<file path="src/rtl/udp_pkg.sv">
`default_nettype none
// ============================================================================
// udp_pkg : shared constants and FSM encoding for the UDP receive stage
// Rev 1.0
// ============================================================================
package udp_pkg;

    localparam int         UDP_HDR_LEN   = 8;
    localparam logic [7:0] IP_PROTO_UDP  = 8'h11;

    localparam int         TUSER_MAC_ERR = 0;
    localparam int         TUSER_IP_ERR  = 1;
    localparam int         TUSER_UDP_ERR = 2;

    localparam logic [2:0] ST_IDLE       = 3'd0;
    localparam logic [2:0] ST_HDR        = 3'd1;
    localparam logic [2:0] ST_PAYLOAD    = 3'd2;
    localparam logic [2:0] ST_PAD        = 3'd3;
    localparam logic [2:0] ST_DROP       = 3'd4;

endpackage
`default_nettype wire

</file>
<file path="src/rtl/udp_rx_csum_acc.sv">
`default_nettype none
// ============================================================================
// udp_csum_acc : one's-complement UDP checksum accumulator with two-stage fold
// Rev 1.0
// ============================================================================
module udp_csum_acc (
    input  logic        clk,
    input  logic        rst,
    input  logic        load,
    input  logic [31:0] seed,
    input  logic        add_en,
    input  logic [7:0]  add_byte,
    input  logic        add_hi,
    input  logic        add_dbl,
    output logic        csum_ok
);

    logic [31:0] r_acc;
    logic [31:0] w_term;
    logic [31:0] w_base;
    logic [16:0] w_fold1;
    logic [15:0] w_fold2;

    // Bytes are added at their big-endian word weight, so a lone final byte
    // is implicitly padded with 8'h00. add_dbl counts the length field twice
    // (header word plus its pseudo-header copy).
    always_comb begin
        w_term = add_hi ? {16'h0000, add_byte, 8'h00} : {24'h000000, add_byte};
        if (add_dbl) begin
            w_term = w_term << 1;
        end
        if (!add_en) begin
            w_term = 32'h0;
        end
        w_base = load ? seed : r_acc;
    end

    always_ff @(posedge clk or posedge rst) begin
        if (rst) begin
            r_acc <= 32'h0;
        end else if (load || add_en) begin
            r_acc <= w_base + w_term;
        end
    end

    assign w_fold1 = {1'b0, r_acc[31:16]} + {1'b0, r_acc[15:0]};
    assign w_fold2 = w_fold1[15:0] + {15'h0000, w_fold1[16]};
    assign csum_ok = (w_fold2 == 16'hFFFF);

endmodule
`default_nettype wire

</file>
<file path="src/rtl/udp_rx.sv">
`default_nettype none
// ============================================================================
// udp_rx : UDP header parse/strip, port filter, pad trim and checksum verify
// Rev 1.0
// ============================================================================
module udp_rx
    import udp_pkg::*;
#(
    parameter logic [15:0] LOCAL_PORT     = 16'd8080,
    parameter bit          PORT_FILTER_EN = 1'b1
) (
    input  logic        rx_mac_aclk,
    input  logic        rx_mac_reset,
    input  logic [7:0]  rx_axis_ip_tdata,
    input  logic        rx_axis_ip_tvalid,
    input  logic        rx_axis_ip_tlast,
    input  logic [1:0]  rx_axis_ip_tuser,
    input  logic        rx_axis_ip_tdest,
    input  logic [7:0]  rx_ip_proto,
    input  logic [31:0] rx_ip_src,
    input  logic [31:0] rx_ip_dst,
    output logic [7:0]  rx_axis_udp_tdata,
    output logic        rx_axis_udp_tvalid,
    output logic        rx_axis_udp_tlast,
    output logic [2:0]  rx_axis_udp_tuser,
    output logic [15:0] rx_udp_src_port,
    output logic [15:0] rx_udp_dst_port,
    output logic [15:0] rx_udp_len,
    output logic        rx_udp_hdr_valid
);

    logic [2:0]  r_state, w_next;
    logic [15:0] r_cnt, w_cnt_inc;
    logic [2:0]  w_idx;
    logic [15:0] r_src_port, r_dst_port, r_len;
    logic [7:0]  r_csum_hi;
    logic        r_csum_en;
    logic [7:0]  r_hold;
    logic        r_hold_valid;
    logic        r_fin_pend, r_fin_trunc;
    logic [1:0]  r_fin_user;
    logic        w_beat, w_hdr_byte, w_hdr_done, w_hdr_ok, w_hdr_accept;
    logic        w_pay_byte, w_pay_last, w_truncate;
    logic        w_acc_load, w_acc_add, w_acc_dbl, w_csum_ok;
    logic [31:0] w_seed;

    assign w_seed = {16'h0000, rx_ip_src[31:16]} + {16'h0000, rx_ip_src[15:0]}
                  + {16'h0000, rx_ip_dst[31:16]} + {16'h0000, rx_ip_dst[15:0]}
                  + {24'h000000, rx_ip_proto};

    always_ff @(posedge rx_mac_aclk or posedge rx_mac_reset) begin
        if (rx_mac_reset) begin
            r_state <= ST_IDLE;
        end else begin
            r_state <= w_next;
        end
    end

    always_comb begin
        w_next = r_state;
        if (w_beat) begin
            case (r_state)
                ST_IDLE:    w_next = rx_axis_ip_tdest ? ST_DROP : ST_HDR;
                ST_HDR: begin
                    if (w_hdr_done) begin
                        if (!w_hdr_ok) begin
                            w_next = ST_DROP;
                        end else if (r_len > 16'(UDP_HDR_LEN)) begin
                            w_next = ST_PAYLOAD;
                        end else begin
                            w_next = ST_PAD;
                        end
                    end
                end
                ST_PAYLOAD: if (w_pay_last) w_next = ST_PAD;
                default:    w_next = r_state;
            endcase
            if (rx_axis_ip_tlast) begin
                w_next = ST_IDLE;
            end
        end
    end

    // r_cnt holds the number of datagram bytes consumed before this beat,
    // so it is also the index of the current byte.
    always_comb begin
        w_beat       = rx_axis_ip_tvalid;
        w_idx        = (r_state == ST_IDLE) ? 3'd0 : r_cnt[2:0];
        w_cnt_inc    = (r_cnt == 16'hFFFF) ? r_cnt : r_cnt + 16'd1;
        w_hdr_byte   = w_beat && (((r_state == ST_IDLE) && !rx_axis_ip_tdest) || (r_state == ST_HDR));
        w_hdr_done   = w_beat && (r_state == ST_HDR) && (r_cnt == 16'(UDP_HDR_LEN - 1));
        w_hdr_ok     = (r_len >= 16'(UDP_HDR_LEN)) && (!PORT_FILTER_EN || (r_dst_port == LOCAL_PORT));
        w_hdr_accept = w_hdr_done && w_hdr_ok;
        w_pay_byte   = w_beat && (r_state == ST_PAYLOAD);
        w_pay_last   = w_pay_byte && (w_cnt_inc == r_len);
        w_truncate   = w_pay_byte && rx_axis_ip_tlast && !w_pay_last;
        w_acc_load   = w_hdr_byte && (r_state == ST_IDLE);
        w_acc_add    = w_hdr_byte || w_pay_byte;
        w_acc_dbl    = (r_state == ST_HDR) && ((r_cnt == 16'd4) || (r_cnt == 16'd5));
    end

    udp_csum_acc u_csum (
        .clk      (rx_mac_aclk),
        .rst      (rx_mac_reset),
        .load     (w_acc_load),
        .seed     (w_seed),
        .add_en   (w_acc_add),
        .add_byte (rx_axis_ip_tdata),
        .add_hi   (~w_idx[0]),
        .add_dbl  (w_acc_dbl),
        .csum_ok  (w_csum_ok)
    );

    always_ff @(posedge rx_mac_aclk or posedge rx_mac_reset) begin
        if (rx_mac_reset) begin
            r_cnt              <= 16'h0;
            r_src_port         <= 16'h0;
            r_dst_port         <= 16'h0;
            r_len              <= 16'h0;
            r_csum_hi          <= 8'h0;
            r_csum_en          <= 1'b0;
            r_hold             <= 8'h0;
            r_hold_valid       <= 1'b0;
            r_fin_pend         <= 1'b0;
            r_fin_trunc        <= 1'b0;
            r_fin_user         <= 2'b00;
            rx_axis_udp_tdata  <= 8'h0;
            rx_axis_udp_tvalid <= 1'b0;
            rx_axis_udp_tlast  <= 1'b0;
            rx_axis_udp_tuser  <= 3'b000;
            rx_udp_src_port    <= 16'h0;
            rx_udp_dst_port    <= 16'h0;
            rx_udp_len         <= 16'h0;
            rx_udp_hdr_valid   <= 1'b0;
        end else begin
            rx_udp_hdr_valid   <= w_hdr_accept;
            rx_axis_udp_tvalid <= 1'b0;
            rx_axis_udp_tlast  <= 1'b0;
            rx_axis_udp_tuser  <= 3'b000;

            if (w_beat) begin
                r_cnt <= (r_state == ST_IDLE) ? 16'd1 : w_cnt_inc;
            end

            if (w_hdr_byte) begin
                case (w_idx)
                    3'd0:    r_src_port[15:8] <= rx_axis_ip_tdata;
                    3'd1:    r_src_port[7:0]  <= rx_axis_ip_tdata;
                    3'd2:    r_dst_port[15:8] <= rx_axis_ip_tdata;
                    3'd3:    r_dst_port[7:0]  <= rx_axis_ip_tdata;
                    3'd4:    r_len[15:8]      <= rx_axis_ip_tdata;
                    3'd5:    r_len[7:0]       <= rx_axis_ip_tdata;
                    3'd6:    r_csum_hi        <= rx_axis_ip_tdata;
                    default: r_csum_en        <= (r_csum_hi != 8'h00) || (rx_axis_ip_tdata != 8'h00);
                endcase
            end

            if (w_hdr_accept) begin
                rx_udp_src_port <= r_src_port;
                rx_udp_dst_port <= r_dst_port;
                rx_udp_len      <= r_len;
            end

            // Final beat is committed purely from registers, so the next
            // frame may already be re-seeding the accumulator this cycle.
            if (r_fin_pend) begin
                rx_axis_udp_tvalid                       <= 1'b1;
                rx_axis_udp_tlast                        <= 1'b1;
                rx_axis_udp_tdata                        <= r_hold;
                rx_axis_udp_tuser[TUSER_UDP_ERR]         <= r_fin_trunc || (r_csum_en && !w_csum_ok);
                rx_axis_udp_tuser[TUSER_IP_ERR:TUSER_MAC_ERR] <= r_fin_user;
                r_fin_pend                               <= 1'b0;
            end

            if (w_pay_byte) begin
                if (r_hold_valid) begin
                    rx_axis_udp_tvalid <= 1'b1;
                    rx_axis_udp_tdata  <= r_hold;
                end
                r_hold       <= rx_axis_ip_tdata;
                r_hold_valid <= 1'b1;
            end

            if (w_beat && rx_axis_ip_tlast) begin
                r_fin_pend   <= r_hold_valid || w_pay_byte;
                r_fin_user   <= rx_axis_ip_tuser;
                r_fin_trunc  <= w_truncate;
                r_hold_valid <= 1'b0;
            end
        end
    end

endmodule
`default_nettype wire

</file>
<file path="config.mk">
export PLATFORM = sky130hd
export DESIGN_NAME = udp_rx
export DESIGN_NICKNAME = d
export VERILOG_FILES = /design/src/rtl/udp_pkg.sv /design/src/rtl/udp_rx_csum_acc.sv /design/src/rtl/udp_rx.sv
export SDC_FILE = /design/constraint.sdc
export NUM_CORES = 1
export LEC_CHECK = 0
export BUFFER_PORTS_ARGS = -buffer_cell sky130_fd_sc_hd__buf_2
export CAP_MARGIN = 15
export CORE_ASPECT_RATIO = 1.25
export CORE_MARGIN = 1.5
export CORE_UTILIZATION = 48
export DETAILED_ROUTE_END_ITERATION = 6
export PLACE_DENSITY = 0.82
export REMOVE_ABC_BUFFERS = 1
export SKIP_LAST_GASP = 1
export SLEW_MARGIN = 5
export SYNTH_ARGS = -nofsm -noshare
export SYNTH_HDL_FRONTEND = slang
export SYNTH_HIERARCHICAL = 1
export SYNTH_SLANG_ARGS = --single-unit
</file>
<file path="constraint.sdc">
create_clock -name rx_mac_aclk -period 4.75 [get_ports rx_mac_aclk]
set_clock_uncertainty 0.2 [all_clocks]
set_input_delay 0.2375 -clock rx_mac_aclk [delete_from_list [all_inputs] [get_ports rx_mac_aclk]]
set_output_delay 0.2375 -clock rx_mac_aclk [all_outputs]
set_load 0.005 [all_outputs]
</file>
==> impl_metrics.xml <==
<?xml version="1.0" encoding="UTF-8"?>
<metrics>
  <group name="worst_setup_path">
    <metric name="crit_top_cell" unit="">sky130_fd_sc_hd__fa_1</metric>
    <metric name="regToRegEndpoint" unit="">rx_axis_udp_tuser[2]</metric>
    <metric name="required" unit="ps">4880</metric>
    <metric name="worstSetupEndpointType" unit="">register</metric>
    <metric name="worstSetupStartpointType" unit="">primary input</metric>
    <metric name="r2r-start" unit="">u_csum/r_acc[25]</metric>
    <metric name="crit_path_max_incr_delay" unit="ps">530</metric>
    <metric name="critical-path-slowest-cell" unit="">sky130_fd_sc_hd__fa_1</metric>
    <metric name="critPathMaxFanout" unit="">5</metric>
    <metric name="path_class" unit="">primary input to register</metric>
    <metric name="r2r_setup_slack" unit="ps">-80</metric>
    <metric name="reg2reg_depth" unit="">18</metric>
    <metric name="cp_data_arrival_time" unit="ps">5490</metric>
  </group>
  <group name="global_routing">
    <metric name="grt_pass1_vias" unit="">11100</metric>
    <metric name="antenna_violations_before_repair" unit="">0</metric>
    <metric name="wire_length_of_the_first_global_routing_pass" unit="um">53800</metric>
    <metric name="grt-ovfl-total" unit="">0</metric>
    <metric name="overall_track_demand_over_capacity_in_global_routing" unit="%">24.7</metric>
    <metric name="grt_start_max_net_pins" unit="">119</metric>
  </group>
  <group name="route">
    <metric name="firstDrtPassIters" unit="">5</metric>
    <metric name="met2RoutedLength" unit="um">17700</metric>
    <metric name="highest-signal-layer" unit="">met4</metric>
    <metric name="post_drt_via_cell_ratio" unit="">5.71</metric>
    <metric name="drc" unit="">0</metric>
    <metric name="wl_met1" unit="um">13200</metric>
    <metric name="dr_total_vias" unit="">11100</metric>
    <metric name="wirelength" unit="um">34700</metric>
    <metric name="met3RoutedLength" unit="um">1950</metric>
    <metric name="postRouteAntennaNets" unit="">0</metric>
    <metric name="detail_route.iter0.violations" unit="">793</metric>
    <metric name="routed_wire_length_per_instance" unit="um">17.8</metric>
  </group>
  <group name="floorplanning">
    <metric name="initial_core_util" unit="%">49.1</metric>
    <metric name="die-width" unit="um">149</metric>
    <metric name="core_area" unit="mm2">0.0261</metric>
    <metric name="top_level_ports" unit="">149</metric>
    <metric name="chipHeight" unit="um">186</metric>
    <metric name="dieArea" unit="mm2">0.0277</metric>
    <metric name="placement_rows" unit="">66</metric>
  </group>
  <group name="yosys">
    <metric name="synth-edff-count" unit="">0</metric>
    <metric name="post_synthesis_cell_count" unit="">1305</metric>
    <metric name="async_flop_share" unit="%">100</metric>
    <metric name="synth_most_common_cell" unit="">sky130_fd_sc_hd__dfrtp_1</metric>
    <metric name="postSynth.topFlopCell" unit="">sky130_fd_sc_hd__dfrtp_1</metric>
    <metric name="synth-seq-cells" unit="">183</metric>
    <metric name="yosysTopAreaCellShare" unit="%">35.8</metric>
    <metric name="synth-warning-count" unit="">6</metric>
    <metric name="synth_top_cells_by_area" unit="">sky130_fd_sc_hd__dfrtp_1, sky130_fd_sc_hd__mux2_2, sky130_fd_sc_hd__fa_1, sky130_fd_sc_hd__ha_1, sky130_fd_sc_hd__nand2_1</metric>
    <metric name="synthesis.area_per_instance" unit="um2">9.81</metric>
    <metric name="synth_cell_type_count" unit="">86</metric>
    <metric name="netlist_top_cells_count" unit="">sky130_fd_sc_hd__dfrtp_1, sky130_fd_sc_hd__nand2_1, sky130_fd_sc_hd__inv_1, sky130_fd_sc_hd__mux2_2, sky130_fd_sc_hd__nor2_1</metric>
    <metric name="synth.yosys.seq_area_share" unit="%">35.8</metric>
    <metric name="mappedNetlistArea" unit="mm2">0.0128</metric>
    <metric name="netlist.top_cell.by_area" unit="">sky130_fd_sc_hd__dfrtp_1</metric>
  </group>
  <group name="sta">
    <metric name="slew_headroom" unit="%">31.0</metric>
    <metric name="rsz0062_at_grt" unit="">true</metric>
    <metric name="min_period" unit="ps">5360</metric>
    <metric name="fmax" unit="MHz">186</metric>
    <metric name="worstMarginPinSlew" unit="ps">1030</metric>
    <metric name="period_share" unit="%">113</metric>
    <metric name="slew_viol_final" unit="">0</metric>
    <metric name="final-setup-viol-count" unit="">22</metric>
    <metric name="final_hold_viol_count" unit="">0</metric>
    <metric name="layout_setup_ws" unit="ps">-613</metric>
  </group>
  <group name="power_and_ir_drop">
    <metric name="static-leakage-power" unit="nW">7.94</metric>
    <metric name="p_per_area" unit="mW/mm2">519</metric>
    <metric name="report.power.total" unit="mW">8.37</metric>
    <metric name="peakVddDrop" unit="V">0.000462</metric>
  </group>
  <group name="place">
    <metric name="gp_congestion" unit="">0.959</metric>
    <metric name="place_hpwl" unit="um">24200</metric>
    <metric name="port-buffer-count" unit="">148</metric>
    <metric name="place_ws" unit="ps">-1380</metric>
  </group>
  <group name="outcome">
    <metric name="violations" unit="">setup timing</metric>
    <metric name="outcome" unit="">finished with violations</metric>
  </group>
  <group name="cts">
    <metric name="clock_tree.root_cell" unit="">sky130_fd_sc_hd__clkbuf_16</metric>
    <metric name="clock_insertion_delay_at_the_later_pin_of_the_skew_report" unit="ps">440</metric>
    <metric name="cts_tree" unit="">built</metric>
    <metric name="cts_htree_levels" unit="">4</metric>
    <metric name="cts.path.max_buffers" unit="">2</metric>
    <metric name="clkTransAtPathRegs" unit="ps">80</metric>
    <metric name="clock-sinks" unit="">183</metric>
    <metric name="cts_buffers" unit="">17</metric>
  </group>
  <group name="final_layout">
    <metric name="fin_nets" unit="">1786</metric>
    <metric name="multiInputGateArea" unit="mm2">0.00830</metric>
    <metric name="antennaDiodeCount" unit="">0</metric>
    <metric name="fin_util" unit="%">61.8</metric>
    <metric name="flow.area_growth_from_synthesis" unit="%">26.0</metric>
    <metric name="num-fill-cells" unit="">2019</metric>
    <metric name="combined_flip_flop_and_latch_cell_area" unit="mm2">0.00458</metric>
    <metric name="layout-drive-gt1-share" unit="%">33.9</metric>
  </group>
  <group name="hold_path">
    <metric name="worst_hold_path.endpoint" unit="">r_state[1]</metric>
    <metric name="min_path_cells" unit="">3</metric>
    <metric name="hold_path_startpoint" unit="">rx_axis_ip_tlast</metric>
    <metric name="hold_path_class" unit="">primary input to register</metric>
  </group>
  <group name="run">
    <metric name="max-cap-violations" unit="">0</metric>
  </group>
</metrics>
[placed cells by master, fill, tap and decap left out, types with 17 or more instances in the layout]
master,count
sky130_fd_sc_hd__conb_1,30
sky130_fd_sc_hd__clkbuf_16,17
sky130_fd_sc_hd__inv_1,103
sky130_fd_sc_hd__dfrtp_1,183
sky130_fd_sc_hd__buf_2,147
sky130_fd_sc_hd__buf_4,125
sky130_fd_sc_hd__nand4_1,20
sky130_fd_sc_hd__ha_1,51
sky130_fd_sc_hd__nand2_1,127
sky130_fd_sc_hd__o21ai_0,42
sky130_fd_sc_hd__fa_1,40
sky130_fd_sc_hd__nand3_1,40
sky130_fd_sc_hd__a21oi_1,42
sky130_fd_sc_hd__mux2i_1,26
sky130_fd_sc_hd__xnor2_1,25
sky130_fd_sc_hd__mux2_2,100
sky130_fd_sc_hd__nor2_1,68
sky130_fd_sc_hd__xor2_1,41
[worst max-delay path by stage]
| stage | start | to | slack [ps] | cells after the start |
|---|---|---|---|---|
| after global placement | rx_ip_proto[2] | u_csum/r_acc[21] | -1220 | 27 |
| after floorplan | r_state[1] | u_csum/r_acc[26] | -2790 | 14 |
| final | rx_ip_src[18] | u_csum/r_acc[21] | -610 | 28 |
| after global routing | rx_ip_proto[5] | u_csum/r_acc[31] | -740 | 28 |
| after CTS | rx_ip_src[18] | u_csum/r_acc[21] | -510 | 26 |
| after detailed placement | rx_ip_proto[1] | u_csum/r_acc[28] | -1380 | 24 |
[timing repair]
item,4_1_cts,5_1_grt
pin swaps,52,47
hold buffers,4,0
resized for setup,79,55
endpoints found under the hold margin,152,0
setup endpoints to repair,23,23
setup buffers,21,11
[worst max-delay path: cells and delay by family]
kind	cells	cell delay, ps
buffers and inverters	6	430
XOR/XNOR	1	140
AND/OR/NAND/NOR	7	820
AO/OA/AOI/OAI	7	1530
multiplexers	2	360
adder cells (fa/ha/maj)	5	1970
[layer usage]
metal	vias to the layer above	global-route usage (%)
li1	5133	-
met3	111	3.97
met2	468	44.8
met5	-	0
met1	5403	27.4
met4	0	13.6
[report_power, final]
part,internal [mW],switching [mW],leakage [nW]
Sequential,1.89,0.380,2.44
Combinational,2.26,2.40,5.22
Clock,0.769,0.665,0.286
[kinds of logic (layout without fill, tap and decap cells)]
kind of cell    Yosys count  in the layout  share of synthesized area [%]
compound gates          217            217                           11.4
xor+xnor                 72             72                           5.03
fa+ha+maj               106            106                           12.8
buf+inv                 156            427                           5.35
flops                   183            183                           35.8
mux                     134            134                           11.5
other cells               1             30                         0.0293
simple gates            436            436                           18.2
[layout make-up]
class,count,share of cell area (%)
Inverter,111,2.61
Clock buffer,19,2.81
Sequential cell,183,28.4
Tap cell,340,2.64
Clock inverter,12,0.822
Timing Repair Buffer,285,11.3
Multi-Input combinational cell,995,51.4
[state kept, by name (all words and copies together), names as in the netlist]
register and flops:
u_csum/r_acc 32, r_cnt 16, r_dst_port 16, r_len 16, r_src_port 16, rx_udp_dst_port 16, rx_udp_len 16, rx_udp_src_port 16
r_csum_hi 8, r_hold 8, rx_axis_udp_tdata 8, r_state 3, rx_axis_udp_tuser 3, r_fin_user 2, r_csum_en 1, r_fin_pend 1
r_fin_trunc 1, r_hold_valid 1, rx_axis_udp_tlast 1, rx_axis_udp_tvalid 1, rx_udp_hdr_valid 1
[per-stage QoR]
step           instance area [um2]  cells  hold slack [ps]  TNS [ps]
5_1_grt                      16100   1945             31.9    -13450
4_1_cts                      15800   1933             7.91     -7270
3_3_place_gp                 14600   1877              207    -24000
6_report                     16100   1945             39.0    -10210
3_5_place_dp                 14600   1877              214    -28090
2_1_floorplan                12600   1289              123    -69160
Note: power is estimated with default switching activity, not from simulation.
